<file path="config.mk">
export PLATFORM = sky130hd
export DESIGN_NAME = uart_pkt_parser
export DESIGN_NICKNAME = d
export VERILOG_FILES = /design/src/rtl/uart_pkt_pkg.sv /design/src/rtl/uart_rx_timeout.sv /design/src/rtl/uart_pkt_parser.sv
export SDC_FILE = /design/constraint.sdc
export NUM_CORES = 1
export LEC_CHECK = 0
export BUFFER_PORTS_ARGS = -buffer_cell sky130_fd_sc_hd__buf_4
export CORE_MARGIN = 1
export CORE_UTILIZATION = 65
export CTS_BUF_LIST = sky130_fd_sc_hd__clkbuf_8
export DETAILED_ROUTE_END_ITERATION = 6
export PLACE_DENSITY = 0.84
export SYNTH_ARGS = -nofsm -noshare
export SYNTH_HDL_FRONTEND = slang
export SYNTH_SLANG_ARGS = --single-unit
</file>
<file path="constraint.sdc">
create_clock -name clk_i -period 3.6 [get_ports clk_i]
set_input_delay 0 -clock clk_i [delete_from_list [all_inputs] [get_ports clk_i]]
set_output_delay 0 -clock clk_i [all_outputs]
set_load 0.03 [all_outputs]
</file>
<file path="src/rtl/uart_pkt_pkg.sv">
// Shared definitions for the UART command-frame path: parser state encoding,
// default frame delimiters and timeout, reusable by a TX-side frame builder.
package uart_pkt_pkg;

    typedef enum logic [2:0] {
        ST_IDLE,
        ST_HDR1,
        ST_LEN,
        ST_DATA,
        ST_CSUM,
        ST_END0,
        ST_END1,
        ST_DONE
    } state_e;

    localparam int          DEF_MAX_BYTES      = 27;
    localparam logic [7:0]  DEF_HDR0_BYTE      = 8'h00;
    localparam logic [3:0]  DEF_HDR1_NIB       = 4'hF;
    localparam logic [7:0]  DEF_END0_BYTE      = 8'hFF;
    localparam logic [7:0]  DEF_END1_BYTE      = 8'h00;
    localparam logic [23:0] DEF_TIMEOUT_CYCLES = 24'h2932E0;

    // Checksum is a plain modulo-256 sum; the carry is deliberately dropped.
    function automatic logic [7:0] csumAdd(input logic [7:0] acc, input logic [7:0] b);
        return acc + b;
    endfunction

endpackage

</file>
<file path="src/rtl/uart_rx_timeout.sv">
// Inter-byte watchdog: counts enabled idle clocks and emits a one-cycle
// expiry pulse when TIMEOUT_CYCLES-1 is reached without a clear.
module uart_rx_timeout
    import uart_pkt_pkg::*;
#(
    parameter logic [23:0] TIMEOUT_CYCLES = DEF_TIMEOUT_CYCLES
) (
    input  logic clk_i,
    input  logic rst_ni,
    input  logic en_i,
    input  logic clr_i,
    output logic expire_o
);

    logic [23:0] cnt_q;
    logic [23:0] cnt_d;
    logic        hit;

    assign hit = (cnt_q == (TIMEOUT_CYCLES - 24'd1));

    // A clear always wins over expiry, so a byte arriving on the last count
    // keeps the frame alive.
    assign expire_o = en_i & ~clr_i & hit;

    always_comb begin
        cnt_d = cnt_q;
        if (clr_i) begin
            cnt_d = '0;
        end else if (en_i) begin
            cnt_d = hit ? 24'd0 : cnt_q + 24'd1;
        end
    end

    always_ff @(posedge clk_i or negedge rst_ni) begin
        if (!rst_ni) begin
            cnt_q <= '0;
        end else begin
            cnt_q <= cnt_d;
        end
    end

endmodule

</file>
<file path="src/rtl/uart_pkt_parser.sv">
// Framed command parser: HDR0, HDR1|type, LEN, payload, CSUM, END0, END1.
// Delivers validated payloads and one-cycle error pulses; echoes rx bytes.
module uart_pkt_parser
    import uart_pkt_pkg::*;
#(
    parameter int          MAX_BYTES      = DEF_MAX_BYTES,
    parameter logic [7:0]  HDR0_BYTE      = DEF_HDR0_BYTE,
    parameter logic [3:0]  HDR1_NIB       = DEF_HDR1_NIB,
    parameter logic [7:0]  END0_BYTE      = DEF_END0_BYTE,
    parameter logic [7:0]  END1_BYTE      = DEF_END1_BYTE,
    parameter logic [23:0] TIMEOUT_CYCLES = DEF_TIMEOUT_CYCLES
) (
    input  logic                   clk_i,
    input  logic                   rst_ni,
    input  logic                   rx_valid_i,
    input  logic [7:0]             rx_data_i,
    output logic                   tx_valid_o,
    output logic [7:0]             tx_data_o,
    output logic                   pkt_valid_o,
    output logic [3:0]             pkt_type_o,
    output logic [7:0]             pkt_len_o,
    output logic [MAX_BYTES*8-1:0] pkt_data_o,
    output logic                   err_len_o,
    output logic                   err_csum_o,
    output logic                   err_end_o,
    output logic                   err_timeout_o,
    output logic                   busy_o
);

    localparam logic [7:0] MAX_LEN = 8'(MAX_BYTES);

    state_e state_q;
    state_e state_d;

    logic [3:0]             type_q,    type_d;
    logic [7:0]             len_q,     len_d;
    logic [7:0]             cnt_q,     cnt_d;
    logic [7:0]             csum_q,    csum_d;
    logic [MAX_BYTES*8-1:0] shadow_q,  shadow_d;

    logic [3:0]             pktType_q, pktType_d;
    logic [7:0]             pktLen_q,  pktLen_d;
    logic [MAX_BYTES*8-1:0] pktData_q, pktData_d;

    logic pktValid_q,   pktValid_d;
    logic errLen_q,     errLen_d;
    logic errCsum_q,    errCsum_d;
    logic errEnd_q,     errEnd_d;
    logic errTimeout_q, errTimeout_d;

    logic       txValid_q;
    logic [7:0] txData_q;

    logic nibOk;
    logic lenBad;
    logic lastData;
    logic tmoEn;
    logic tmoClr;
    logic tmoHit;

    assign nibOk    = (rx_data_i[7:4] == HDR1_NIB);
    assign lenBad   = (rx_data_i == 8'd0) || (rx_data_i > MAX_LEN);
    assign lastData = (cnt_q == (len_q - 8'd1));

    assign tmoEn  = (state_q != ST_IDLE) && (state_q != ST_DONE);
    assign tmoClr = rx_valid_i || (state_q == ST_IDLE);

    uart_rx_timeout #(
        .TIMEOUT_CYCLES(TIMEOUT_CYCLES)
    ) u_timeout (
        .clk_i   (clk_i),
        .rst_ni  (rst_ni),
        .en_i    (tmoEn),
        .clr_i   (tmoClr),
        .expire_o(tmoHit)
    );

    always_ff @(posedge clk_i or negedge rst_ni) begin
        if (!rst_ni) begin
            state_q <= ST_IDLE;
        end else begin
            state_q <= state_d;
        end
    end

    always_comb begin
        state_d = state_q;
        case (state_q)
            ST_IDLE: begin
                if (rx_valid_i && (rx_data_i == HDR0_BYTE)) state_d = ST_HDR1;
            end
            ST_HDR1: begin
                if (rx_valid_i) begin
                    if (nibOk)                         state_d = ST_LEN;
                    else if (rx_data_i == HDR0_BYTE)   state_d = ST_HDR1;
                    else                               state_d = ST_IDLE;
                end
            end
            ST_LEN: begin
                if (rx_valid_i) state_d = lenBad ? ST_IDLE : ST_DATA;
            end
            ST_DATA: begin
                if (rx_valid_i && lastData) state_d = ST_CSUM;
            end
            ST_CSUM: begin
                if (rx_valid_i) state_d = (rx_data_i == csum_q) ? ST_END0 : ST_IDLE;
            end
            ST_END0: begin
                if (rx_valid_i) state_d = (rx_data_i == END0_BYTE) ? ST_END1 : ST_IDLE;
            end
            ST_END1: begin
                if (rx_valid_i) state_d = (rx_data_i == END1_BYTE) ? ST_DONE : ST_IDLE;
            end
            ST_DONE: state_d = ST_IDLE;
            default: state_d = ST_IDLE;
        endcase
        if (tmoHit) state_d = ST_IDLE;
    end

    // Each error cause lives in exactly one state, so a frame can raise at most one pulse.
    always_comb begin
        pktValid_d   = (state_q == ST_DONE);
        errLen_d     = (state_q == ST_LEN)  && rx_valid_i && lenBad;
        errCsum_d    = (state_q == ST_CSUM) && rx_valid_i && (rx_data_i != csum_q);
        errEnd_d     = ((state_q == ST_END0) && rx_valid_i && (rx_data_i != END0_BYTE)) ||
                       ((state_q == ST_END1) && rx_valid_i && (rx_data_i != END1_BYTE));
        errTimeout_d = tmoHit;
    end

    always_comb begin
        type_d    = type_q;
        len_d     = len_q;
        cnt_d     = cnt_q;
        csum_d    = csum_q;
        shadow_d  = shadow_q;
        pktType_d = pktType_q;
        pktLen_d  = pktLen_q;
        pktData_d = pktData_q;
        case (state_q)
            ST_IDLE: begin
                if (rx_valid_i && (rx_data_i == HDR0_BYTE)) begin
                    csum_d = '0;
                    cnt_d  = '0;
                end
            end
            ST_HDR1: begin
                if (rx_valid_i && nibOk) begin
                    type_d = rx_data_i[3:0];
                    csum_d = rx_data_i;
                end
            end
            ST_LEN: begin
                if (rx_valid_i && !lenBad) begin
                    len_d    = rx_data_i;
                    csum_d   = csumAdd(csum_q, rx_data_i);
                    shadow_d = '0;
                    cnt_d    = '0;
                end
            end
            ST_DATA: begin
                if (rx_valid_i) begin
                    for (int i = 0; i < MAX_BYTES; i++) begin
                        if (cnt_q == 8'(i)) shadow_d[i*8 +: 8] = rx_data_i;
                    end
                    csum_d = csumAdd(csum_q, rx_data_i);
                    cnt_d  = cnt_q + 8'd1;
                end
            end
            ST_DONE: begin
                pktData_d = shadow_q;
                pktType_d = type_q;
                pktLen_d  = len_q;
            end
            default: ;
        endcase
    end

    always_ff @(posedge clk_i or negedge rst_ni) begin
        if (!rst_ni) begin
            type_q       <= '0;
            len_q        <= '0;
            cnt_q        <= '0;
            csum_q       <= '0;
            shadow_q     <= '0;
            pktType_q    <= '0;
            pktLen_q     <= '0;
            pktData_q    <= '0;
            pktValid_q   <= 1'b0;
            errLen_q     <= 1'b0;
            errCsum_q    <= 1'b0;
            errEnd_q     <= 1'b0;
            errTimeout_q <= 1'b0;
            txValid_q    <= 1'b0;
            txData_q     <= '0;
        end else begin
            type_q       <= type_d;
            len_q        <= len_d;
            cnt_q        <= cnt_d;
            csum_q       <= csum_d;
            shadow_q     <= shadow_d;
            pktType_q    <= pktType_d;
            pktLen_q     <= pktLen_d;
            pktData_q    <= pktData_d;
            pktValid_q   <= pktValid_d;
            errLen_q     <= errLen_d;
            errCsum_q    <= errCsum_d;
            errEnd_q     <= errEnd_d;
            errTimeout_q <= errTimeout_d;
            txValid_q    <= rx_valid_i;
            txData_q     <= rx_data_i;
        end
    end

    assign tx_valid_o    = txValid_q;
    assign tx_data_o     = txData_q;
    assign pkt_valid_o   = pktValid_q;
    assign pkt_type_o    = pktType_q;
    assign pkt_len_o     = pktLen_q;
    assign pkt_data_o    = pktData_q;
    assign err_len_o     = errLen_q;
    assign err_csum_o    = errCsum_q;
    assign err_end_o     = errEnd_q;
    assign err_timeout_o = errTimeout_q;
    assign busy_o        = (state_q != ST_IDLE);

endmodule

</file>
==> impl_metrics.ini, run 1 <==
[synthesis]
synth-seq-area-share = 0.6189
synth.largest_area_cell = dfrtp_1
syn_area_per_cell_sq_um = 10.75
synth_area_sq_um = 20740
synth_edf_count = 0
syn_inst = 1929
ys_ff_latch = 513
yosys-top-cells-area = dfrtp_1 62%, nand2_1 13%, mux2_2 12%, clkbuf_1 1.7%, a21oi_1 1.3%
async_reset_ff_frac = 1.000
syn_nets = 1954
synth_top_area_share = 0.6189
yosys_warnings = 0
ys.flop_type = dfrtp_1
synth_cell_types = 53

[route]
drtIter0Drc = 1016
drc = 0
wl_per_cell_microns = 19.36
vias_per_cell = 5.802
vias = 15390
first_pass_iters = 5
routed-wl-met2_microns = 23990
met1_length_microns = 21110
top_layer_used = met4
routed-wl-met3_microns = 4123
wirelength_microns = 51330
detail-route-antenna-nets = 0

[timing]
fin_skew_ps = 21.97
holdWs_ps = 18.43
max_freq_ghz = 0.3284
worst_slack_ps = 555.0
rsz0062_at_grt = no
slew_violations = 0
setup-violations-final = 0
post-route-min-period_ps = 3045
final_hold_viol_count = 0
fin_crit_sh = 0.8458
maxSlewHeadroom = 0.2247
setup_tns_ps = 0
worst_pin_slew_ps = 1163

[layout]
fin_cells = 2652
syn2layout_area_growth_pct = 19.28
diodes = 0
layout.nets = 2220
layout_common_cells = 717 x nand2_1, 513 x dfrtp_1, 270 x buf_4
mostFrequentLayoutCell = nand2_1
stdcell_area_sq_um = 24740
drive_gt1_frac = 0.2827
fillers = 1877

[clock_tree]
path_clk_slew_ps = 60
cts_tree = built
clockBufferDepth = 3
cts_buffers = 79
clock_latency_ps = 630
clock-sinks = 513
cts.htree.levels = 3
clockRootBuffer = clkbuf_8

[critical_path]
cp-end-kind = register
critPathArrivalTime_ps = 3540
worstSetupStartpointType = register
cp.required_ps = 4090
timing_worst_setup_path_type = reg2reg
crit_path_max_fanout = 17

[grt]
grtUsageTotal = 0.3224
grt_max_degree = 231
antenna_found_initial = 0
overflow = 0
grt_pass1_vias = 15860
grt_pass1_wl_microns = 82890

[outcome]
status = completed

[place]
dp_slack_ps = 662.3
dp_cells = 2506
io_buffer_count = 253
place_congestion = 0.8751
dpl_cell_area_sq_um = 23060
dpl.hpwl_microns = 31600

[floorplan]
die_area_sq_um = 32630
design.core.area_sq_um = 31470
die_h_microns = 180.6
std_cell_rows = 65
die_w_microns = 180.6
start_util = 0.6591
io-pin-count = 254

[worst_hold_path]
holdCritPathClass = in2async

[power]
peakVddDrop_mv = 0.3313
power_leakage_nw = 13.55
powerDensity_nw_per_um2 = 477.5

[run]
max_cap_viol_count = 0
[layout make-up]
class                           instances  area, sq um  area share
Clock buffer                           99         1363     0.05507
Clock inverter                         37        219.0    0.008850
Inverter                               15        61.31    0.002478
Multi-Input combinational cell       1298         7477      0.3022
Sequential cell                       513        12840      0.5188
Tap cell                              402        503.0     0.02033
Timing Repair Buffer                  288         2282     0.09224
[sequential cells by signal (all words and copies together), names as in the netlist, 4 cells and up]
register,count
len_q,8
cnt_q,8
tx_data_o,8
shadow_q,216
type_q,4
pkt_len_o,8
csum_q,8
pkt_type_o,4
pkt_data_o,216
u_timeout.cnt_q,24
[final timing paths]
kind | start | endpoint | slack (ps) | cells past startpoint
setup / recovery | state_q[1] | shadow_q[145] | 560 | 6
hold / removal | rst_ni | pkt_data_o[107] | 20 | 2
setup reg to reg | state_q[1] | shadow_q[145] | 560 | 6
hold reg to reg | shadow_q[110] | pkt_data_o[110] | 460 | 2
max in group asynchronous | rst_ni | tx_valid_o | 2600 | 3
min in group clk_i | rx_data_i[5] | tx_data_o[5] | 90 | 2
[kinds of logic (layout without fill, tap and decap cells)]
family                     Yosys count  in the layout  share of synthesized area
and+or+nand+nor                    894            894                     0.1769
DFF                                513            513                     0.6189
muxes                              229            229                     0.1243
AOI/OAI and AO/OA                  139            139                    0.03993
buffers and inverters              118            439                    0.02196
xor gates and xnor gates            22             22                   0.009289
adders and majority gates           14             14                   0.008807
[Yosys cell counts, drive strengths merged, types with 7 or more instances]
cell / n
a21oi: 55
a31oi: 9
and2: 14
and3: 8
buf: 9
clkbuf: 94
dfrtp: 513
ha: 13
inv: 15
mux2: 228
nand2: 717
nand2b: 10
nand3: 22
nand4: 11
nor2: 60
nor2b: 9
nor3: 17
nor4: 7
o21ai: 36
or3: 7
xnor2: 10
xor2: 12
[metrics by stage]
stage                     utilization  power (mW)
after floorplan                     -       6.692
after global placement         0.7327       7.001
after detailed placement       0.7327       7.066
after CTS                      0.7861       11.88
after global routing           0.7861       12.24
final                          0.7861       11.81
[power breakdown]
group	switching [mW]	internal, mW
Clock	2.26	2.57
Combinational	0.640	0.366
Sequential	0.104	5.88
[routing by layer]
layer,vias to the layer above,global-route usage
li1,6858,-
met1,7689,0.4299
met2,687,0.5010
met3,154,0.07781
met4,0,0.1576
met5,-,0
[worst max-delay path: stages (launching register included)]
cell and delay (ps):
dfrtp_1 660, and3b_1 490, nand3_1 200, nor3_1 460, a21oi_1 150, nor2_1 540
mux2_2 420
[timing repair]
action | CTS | global route
buffers inserted | 0 | 0
hold buffers | 10 | 0
endpoints found under the hold margin | 141 | 0
gates resized for setup | 0 | 0
No activity file was read; power rests on OpenSTA's default activity.
==> run 2: changes to the inputs <==
CORE_UTILIZATION = 60   (was 65)
PLACE_DENSITY = 0.78   (was 0.84)
clock period = 3.11 ns   (was 3.6 ns; I/O delays follow)
==> run 2 against run 1 <==
  * Combinational power is 22% higher
  * Power grew 18%
  * Largest power group unchanged
  * Non-clock buffer count rose by 13
  * Final cell count increased by 2.5%
  * Routed wire length decreased by 0.84%
  * Sequential share of layout area fell by 0.51 points
  * Global-route usage fell by 2.7 points
  * Die area grew 8.2%
  * Cell area grew 1.0%
  * Critical endpoint is now u_timeout.cnt_q[10]
==> impl_metrics.ini, run 2 (synthesis results as in run 1) <==
[clock_tree]
clockRootBuffer = clkbuf_8
cts_tree = built
cts.htree.levels = 3
cts_buffers = 78
path_clk_slew_ps = 60
clockBufferDepth = 3
postCtsSetupRepairBufs = 0
clock_latency_ps = 600
cts_resized = 0
clock-sinks = 513

[route]
wirelength_microns = 50900
vias_per_cell = 5.566
drc = 0
drtIter0Drc = 1316
first_pass_iters = 5
vias = 15120
detail-route-antenna-nets = 0
wl_per_cell_microns = 18.74

[timing]
slew_violations = 0
worst_slack_ps = 382.3
setup_tns_ps = 0
rsz0062_at_grt = no
final_hold_viol_count = 0
fin_skew_ps = 24.42
maxSlewHeadroom = 0.2570
fin_crit_sh = 0.8771
setup-violations-final = 0
worst_pin_slew_ps = 1114
post-route-min-period_ps = 2728
max_freq_ghz = 0.3666

[critical_path]
critical_path.top_delay_family = simple AND/OR/NAND/NOR gates
crit_path_max_fanout = 17
max_stage_delay_ps = 560
cp-end-kind = register
critPathArrivalTime_ps = 3200
path_buf_inv = 0
timing_worst_setup_path_type = reg2reg
cp.required_ps = 3580
crit_slowest_cell = nor3_1
path_cells = nor4bb_1, nand4_1, nor3_1, or2_2, o21ai_0, a22o_1
worstSetupStartpointType = register

[outcome]
status = completed

[layout]
fillers = 2307
mostFrequentLayoutCell = nand2_1
syn2layout_area_growth_pct = 20.47
fin_cells = 2717
layout.nets = 2232
diodes = 0
layout_common_cells = 717 x nand2_1, 513 x dfrtp_1, 284 x buf_4
drive_gt1_frac = 0.2926
stdcell_area_sq_um = 24990

[place]
dpl_cell_area_sq_um = 23200
dp_slack_ps = 439.8
place_congestion = 0.8612
io_buffer_count = 253
dpl.hpwl_microns = 31230
dp_cells = 2565

[grt]
grt_max_degree = 231
overflow = 0
grt_pass1_vias = 15350
antenna_found_initial = 0
grtUsageTotal = 0.2953
grt_pass1_wl_microns = 82180

[worst_hold_path]
holdCritPathClass = in2async

[floorplan]
std_cell_rows = 67
die_h_microns = 187.9
io-pin-count = 254
design.core.area_sq_um = 33780
die_w_microns = 187.9
die_area_sq_um = 35320
start_util = 0.6140

[power]
peakVddDrop_mv = 0.3088
powerDensity_nw_per_um2 = 557.6
power_leakage_nw = 13.64

[run]
max_cap_viol_count = 0
==> run 2: changes by cell type in the layout (fill, tap and decap cells not counted), sizes merged <==
| cell | delta |
|---|---|
| clkinv | +7 |
| clkbuf | +8 |
| bufinv | +1 |
| clkinvlp | +2 |
| buf | +13 |
| inv | -12 |
==> run 2: repair_timing <==
item | CTS | global route
endpoints found under the setup margin | 0 | 0
endpoints found under the hold margin | 227 | 0
hold buffers | 10 | 0
==> run 2: worst reg2reg max path, delay by kind of cell (launching register included) <==
family	cells	cell delay (ps)
flops	1	430
compound gates	2	440
simple gates	4	1750
==> run 2: path summary, 6_finish.rpt <==
| check | endpoint | slack [ps] | cells past startpoint | startpoint |
|---|---|---|---|---|
| max in group asynchronous | shadow_q[82] | 2040 | 3 | rst_ni |
| max reg2reg | u_timeout.cnt_q[10] | 380 | 6 | u_timeout.cnt_q[21] |
| min in group clk_i | tx_data_o[6] | 130 | 2 | rx_data_i[6] |
| min | pkt_data_o[205] | 10 | 2 | rst_ni |
| max | u_timeout.cnt_q[10] | 380 | 6 | u_timeout.cnt_q[21] |
| min reg2reg | pkt_data_o[38] | 460 | 2 | shadow_q[38] |
==> run 2: area by class of cell <==
type	instances	area [sq um]	share of cell area
Sequential cell	513	12840	0.5137
Inverter	15	61.31	0.002453
Clock buffer	107	1473	0.05893
Clock inverter	35	212.7	0.008511
Tap cell	448	560.5	0.02243
Multi-Input combinational cell	1298	7478	0.2993
Timing Repair Buffer	301	2367	0.09473
==> run 2: layer usage <==
metal	vias up	GRT usage	wire (microns)
met4	0	0.1026	1155
met1	7602	0.4153	22250
met3	81	0.06195	3512
met2	543	0.4603	23980
met5	-	0	0
li1	6897	-	-
==> run 2: metrics by stage <==
| step | hold slack [ps] | utilization | power, mW |
|---|---|---|---|
| after floorplan | -295.6 | - | 7.746 |
| after global placement | 61.12 | 0.6869 | 8.169 |
| after detailed placement | 78.35 | 0.6869 | 8.219 |
| after CTS | 15.42 | 0.7397 | 14.01 |
| after global routing | 55.38 | 0.7397 | 14.47 |
| final | 10.97 | 0.7397 | 13.93 |
==> run 2: report_power, final <==
group / total (mW) / leakage [nW] / switching [mW] / internal, mW
Sequential: 6.90 / 7.13 / 0.0961 / 6.80
Clock: 5.81 / 0.948 / 2.57 / 3.24
Combinational: 1.23 / 5.56 / 0.772 / 0.458
